### config.mk
export PLATFORM = sky130hd
export DESIGN_NAME = load_store_unit
export DESIGN_NICKNAME = d
export VERILOG_FILES = /design/src/rtl/load_store_unit.sv
export SDC_FILE = /design/constraint.sdc
export NUM_CORES = 1
export LEC_CHECK = 0
export CORE_MARGIN = 4
export CORE_UTILIZATION = 41
export DETAILED_ROUTE_END_ITERATION = 12
export PLACE_DENSITY = 0.78
export SETUP_SLACK_MARGIN = 0.2
export SYNTH_ARGS = -nofsm -noshare
export SYNTH_HDL_FRONTEND = slang
export SYNTH_SLANG_ARGS = --single-unit
### constraint.sdc
create_clock -name clk -period 2.6 [get_ports clk]
set_clock_uncertainty 0.1 [all_clocks]
set_input_delay 0.52 -clock clk [delete_from_list [all_inputs] [get_ports clk]]
set_output_delay 0.52 -clock clk [all_outputs]
set_load 0.03 [all_outputs]
### src/rtl/load_store_unit.sv
// load_store_unit: memory-stage controller between the pipeline and a
// word-addressed, synchronous-read data memory. Performs byte/half/word
// loads with sign/zero extension and read-modify-write for sub-word stores.
//
// Handshake: a transfer happens on a rising edge where valid and ready are
// both high. Once valid is raised the payload must stay stable until that
// edge. req_ready is high only in IDLE. resp_valid, resp_data and resp_err
// stay stable until resp_ready is sampled high.
module load_store_unit #(
  parameter int MEM_IDX_W   = 16,
  parameter bit CHECK_RANGE = 1'b1
) (
  input  logic                 clk,
  input  logic                 rst_n,
  input  logic                 i_req_valid,
  output logic                 o_req_ready,
  input  logic                 i_req_we,
  input  logic [1:0]           i_req_size,
  input  logic                 i_req_signed,
  input  logic [31:0]          i_req_addr,
  input  logic [31:0]          i_req_wdata,
  output logic                 o_resp_valid,
  input  logic                 i_resp_ready,
  output logic [31:0]          o_resp_data,
  output logic                 o_resp_err,
  output logic                 o_mem_rd,
  output logic                 o_mem_wrt,
  output logic [31:0]          o_mem_addr,
  output logic [31:0]          o_mem_wdata,
  input  logic [31:0]          i_mem_rdata,
  output logic [2:0]           o_dbg_state
);

  typedef enum logic [2:0] {
    S_IDLE    = 3'd0,
    S_READ    = 3'd1,
    S_CAPTURE = 3'd2,
    S_WRITE   = 3'd3,
    S_RESP    = 3'd4
  } state_t;

  localparam logic [1:0] SZ_BYTE = 2'b00;
  localparam logic [1:0] SZ_HALF = 2'b01;
  localparam logic [1:0] SZ_WORD = 2'b10;

  state_t                 r_state;
  state_t                 w_next;
  logic                   r_we;
  logic [1:0]             r_size;
  logic                   r_signed;
  logic [1:0]             r_off;
  logic [MEM_IDX_W-1:0]   r_idx;
  logic [15:0]            r_wdata;
  logic [31:0]            r_mem_wdata;
  logic [31:0]            r_resp_data;
  logic                   r_resp_err;

  logic                   w_accept;
  logic                   w_err;
  logic                   w_range_err;
  logic [31:0]            w_hi_bits;
  logic                   w_word_store;
  logic [31:0]            w_shifted;
  logic [7:0]             w_byte;
  logic [15:0]            w_half;
  logic [31:0]            w_load_data;
  logic [31:0]            w_merged;

  // Request decode: acceptance, error classification, word-store shortcut
  always_comb begin
    w_accept     = i_req_valid && (r_state == S_IDLE);
    w_hi_bits    = i_req_addr >> (MEM_IDX_W + 2);
    w_range_err  = CHECK_RANGE && (w_hi_bits != 32'd0);
    w_err        = (i_req_size == 2'b11) ||
                   ((i_req_size == SZ_HALF) && i_req_addr[0]) ||
                   ((i_req_size == SZ_WORD) && (i_req_addr[1:0] != 2'b00)) ||
                   w_range_err;
    w_word_store = i_req_we && (i_req_size == SZ_WORD);
  end

  // Lane selection with extension for loads, lane merge for sub-word stores
  always_comb begin
    w_shifted   = i_mem_rdata >> {r_off, 3'b000};
    w_byte      = w_shifted[7:0];
    w_half      = r_off[1] ? i_mem_rdata[31:16] : i_mem_rdata[15:0];
    w_load_data = i_mem_rdata;
    w_merged    = i_mem_rdata;
    case (r_size)
      SZ_BYTE: begin
        w_load_data = r_signed ? {{24{w_byte[7]}}, w_byte} : {24'd0, w_byte};
        w_merged[{r_off, 3'b000} +: 8] = r_wdata[7:0];
      end
      SZ_HALF: begin
        w_load_data = r_signed ? {{16{w_half[15]}}, w_half} : {16'd0, w_half};
        if (r_off[1]) w_merged[31:16] = r_wdata;
        else          w_merged[15:0]  = r_wdata;
      end
      default: begin
        w_load_data = i_mem_rdata;
        w_merged    = i_mem_rdata;
      end
    endcase
  end

  // Next-state logic
  always_comb begin
    w_next = r_state;
    case (r_state)
      S_IDLE: begin
        if (w_accept) begin
          if (w_err)             w_next = S_RESP;
          else if (w_word_store) w_next = S_WRITE;
          else                   w_next = S_READ;
        end
      end
      S_READ:    w_next = S_CAPTURE;
      S_CAPTURE: w_next = r_we ? S_WRITE : S_RESP;
      S_WRITE:   w_next = S_RESP;
      S_RESP:    if (i_resp_ready) w_next = S_IDLE;
      default:   w_next = S_IDLE;
    endcase
  end

  // State register
  always_ff @(posedge clk or negedge rst_n) begin
    if (!rst_n) r_state <= S_IDLE;
    else        r_state <= w_next;
  end

  // Request latch, merged store word and response registers
  always_ff @(posedge clk or negedge rst_n) begin
    if (!rst_n) begin
      r_we        <= 1'b0;
      r_size      <= 2'b00;
      r_signed    <= 1'b0;
      r_off       <= 2'b00;
      r_idx       <= '0;
      r_wdata     <= 16'd0;
      r_mem_wdata <= 32'd0;
      r_resp_data <= 32'd0;
      r_resp_err  <= 1'b0;
    end else begin
      if (w_accept) begin
        r_we        <= i_req_we;
        r_size      <= i_req_size;
        r_signed    <= i_req_signed;
        r_off       <= i_req_addr[1:0];
        r_idx       <= i_req_addr[MEM_IDX_W+1:2];
        r_wdata     <= i_req_wdata[15:0];
        r_resp_data <= 32'd0;
        r_resp_err  <= w_err;
        if (w_word_store && !w_err) r_mem_wdata <= i_req_wdata;
      end else if (r_state == S_CAPTURE) begin
        if (r_we) r_mem_wdata <= w_merged;
        else      r_resp_data <= w_load_data;
      end
    end
  end

  // Memory strobes come straight from the state so they can never overlap
  assign o_mem_rd     = (r_state == S_READ);
  assign o_mem_wrt    = (r_state == S_WRITE);
  assign o_mem_addr   = {{(32-MEM_IDX_W){1'b0}}, r_idx};
  assign o_mem_wdata  = r_mem_wdata;
  assign o_req_ready  = (r_state == S_IDLE);
  assign o_resp_valid = (r_state == S_RESP);
  assign o_resp_data  = r_resp_data;
  assign o_resp_err   = r_resp_err;
  assign o_dbg_state  = r_state;

endmodule

==> flow_summary.json <==
{
  "maxSlewHeadroom_pct": 58.7,
  "path_class": "reg -> reg",
  "period_share_pct": 89.9,
  "r2r_end": "o_mem_wdata[29]$_DFFE_PN0P_",
  "finalWorstSetupSlack_ns": 0.262,
  "layout_commonest_cell": "clkdlybuf4s50_1",
  "synth-edff-count": 0,
  "ir_drop_mv": 0.313,
  "synth-async-reset-ratio_pct": 100,
  "detail_route.vias_per_cell": 5.57,
  "place_hpwl_mm": 15.0,
  "wl_mm": 19.5,
  "port_buffers": 191,
  "final_antenna_net_count": 0,
  "worst_slew_pin_slew_ns": 0.617,
  "worst_hold_path_type": "reg -> reg",
  "grt_overflow": 0,
  "clock_latency_ns": 0.35,
  "initial_core_util_pct": 42.6,
  "gp_congestion": 0.860,
  "antenna_cells": 0,
  "fmax_mhz": 428,
  "track_usage_pct": 24.0,
  "drc": 0,
  "area_growth_pct": 44.4,
  "numCtsBuffers": 9,
  "vias": 5342,
  "dieWidth_microns": 126,
  "rsz0062_at_grt": "true",
  "hold-worst-slack_ns": 0.374,
  "fp.dieH_microns": 126,
  "synthFlopType": "dfrtp_1",
  "status": "completed",
  "maxCapViolCount": 0,
  "arrival_ns": 2.48,
  "reg2reg_from": "r_off[1]$_DFFE_PN0P_",
  "grt_pass1_vias": 5446,
  "start_kind": "register",
  "drt_iter0_markers": 506,
  "coreArea_sq_mm": 0.0135,
  "worstHoldPathCells": 2,
  "final_core_util_pct": 61.6,
  "power.leakage_nw": 3.82,
  "yosysSeqAreaShare_pct": 46.2,
  "synth.distinct_cells": 46,
  "critPathRequiredTime_ns": 2.74,
  "fin_crit_ns": 2.34,
  "firstDrtPassIters": 8,
  "nNetsFinal": 887,
  "hold_end": "r_idx[6]$_DFFE_PN0P_",
  "ys_seq_elements": 106,
  "die-area_sq_mm": 0.0159,
  "grt_max_degree": 53,
  "cp_max_fo": 21,
  "syn_avg_cell_area_sq_um": 9.86,
  "path_clk_slew_ns": 0.07,
  "synth_area_sq_mm": 0.00574,
  "htree_levels": 3,
  "post_cts_buffers": 0,
  "root_buffer": "clkbuf_16",
  "reg2reg_depth": 7,
  "slew_viol_final": 0,
  "numClockSinks": 106,
  "setup_viol": 0,
  "io-pin-count": 208,
  "synth_cells": 582,
  "routedWlPerCell_microns": 20.3,
  "tritoncts": "done",
  "r2r_slack_ns": 0.26,
  "ctsLongestPathBuffers": 2,
  "mostFrequentLayoutCells": "186 x clkdlybuf4s50_1, 150 x nand2_1, 105 x dfrtp_1",
  "powerDensity_mw_per_mm2": 588,
  "grt_pass1_wl_mm": 30.1,
  "num_rows": 42,
  "hold_path_startpoint": "r_idx[6]$_DFFE_PN0P_",
  "drive_gt1_share_pct": 13.3,
  "endpoint_kind": "register",
  "antenna_found_initial": 0,
  "final_hold_viol_count": 0,
  "pre_cts_ws_ns": -0.0669,
  "yosys_warnings": 0
}
[state kept, by name (all words and copies together) (netlist names)]
register     count
r_we             1
r_idx           16
o_mem_wdata     32
r_size           2
r_signed         1
o_resp_data     32
o_dbg_state      3
r_wdata         16
o_resp_err       1
r_off            2
[synthesized netlist by cell type, types with 6 or more instances]
library cell / n / area (sq um)
a21oi_1: 29 / 145
a221o_1: 24 / 240
a221oi_1: 8 / 70.1
a222oi_1: 8 / 80.1
a32o_1: 7 / 70.1
buf_2: 18 / 90.1
buf_4: 18 / 135
clkbuf_1: 14 / 52.6
dfrtp_1: 106 / 2650
inv_1: 15 / 56.3
mux2_4: 22 / 330
mux2i_1: 15 / 150
mux4_2: 8 / 180
nand2_1: 151 / 567
nand2b_1: 12 / 75.1
nand3_1: 17 / 85.1
nand4_1: 16 / 100
nor2_1: 18 / 67.6
nor3_1: 6 / 30.0
o21ai_0: 17 / 85.1
[per-layer routing]
| metal | global-route usage [%] | routed length, microns | up-vias |
|---|---|---|---|
| met3 | 5.34 | 1650 | 47 |
| li1 | - | - | 2452 |
| met4 | 12.5 | 823 | 0 |
| met2 | 38.4 | 9200 | 278 |
| met5 | 0 | 0 | - |
| met1 | 30.7 | 7810 | 2565 |
[power breakdown]
group | switching (mW) | total [mW] | internal (mW) | leakage (nW)
clock | 0.612 | 1.44 | 0.825 | 0.159
sequential | 0.158 | 1.93 | 1.78 | 1.37
combinational | 0.872 | 1.50 | 0.632 | 2.30
total | 1.64 | 4.87 | 3.23 | 3.82
[kinds of logic (layout without fill, tap and decap cells)]
| family | Yosys count | count (layout) | share of synthesized area [%] |
|---|---|---|---|
| AOI/OAI and AO/OA | 113 | 113 | 14.8 |
| adders and majority gates | 5 | 5 | 1.09 |
| buffers and inverters | 72 | 258 | 6.67 |
| DFF | 106 | 106 | 46.2 |
| muxes | 49 | 49 | 12.3 |
| other | 1 | 16 | 0.0654 |
| and+or+nand+nor | 236 | 236 | 18.8 |
[final cells by class]
cell class,instances,area [sq um]
fill,1112,5170
multi-input combinational,419,2810
sequential,106,2650
timing repair buffer,226,2220
clock buffer,12,267
tap,176,220
inverter,16,61.3
clock inverter,4,48.8
[per-stage QoR]
step / total power [mW] / TNS [ns] / cells / cell area, sq um
6_report: 4.87 / 0 / 959 / 8280
5_1_grt: 5.10 / 0 / 959 / 8280
4_1_cts: 4.89 / 0 / 959 / 8270
3_5_place_dp: 3.44 / -0.936 / 942 / 7940
3_3_place_gp: 3.40 / -0.0901 / 942 / 7940
2_1_floorplan: 2.79 / 0 / 597 / 5810
[what timing repair did]
| action | in CTS | in global routing |
|---|---|---|
| endpoints found under the setup margin | 11 | 20 |
| gates resized for setup | 7 | 3 |
| hold buffers | 1 | 0 |
| hold endpoints to repair | 28 | 0 |
[critical path: stages, from the launching register on]
cell	delay, ns
dfrtp_1	0.36
buf_4	0.30
ha_1	0.23
nand2b_1	0.06
a21o_1	0.31
a221oi_1	0.46
a21oi_1	0.12
mux2_4	0.28
[worst max path at each step]
stage                               startpoint                           to  slack (ns)  cells after the start
after CTS                 r_off[1]$_DFFE_PN0P_  o_mem_wdata[15]$_DFFE_PN0P_        0.25                      7
after detailed placement        i_req_addr[20]   o_mem_wdata[0]$_DFFE_PN0P_       -0.07                      7
final                     r_off[1]$_DFFE_PN0P_  o_mem_wdata[29]$_DFFE_PN0P_        0.26                      7
after global routing      r_off[1]$_DFFE_PN0P_  o_mem_wdata[15]$_DFFE_PN0P_        0.17                      7
after floorplan           r_off[1]$_DFFE_PN0P_  o_mem_wdata[30]$_DFFE_PN0P_        0.24                     10
after global placement          i_req_addr[20]   o_mem_wdata[6]$_DFFE_PN0P_      -0.009                      7
No activity file was read; power rests on OpenSTA's default activity.
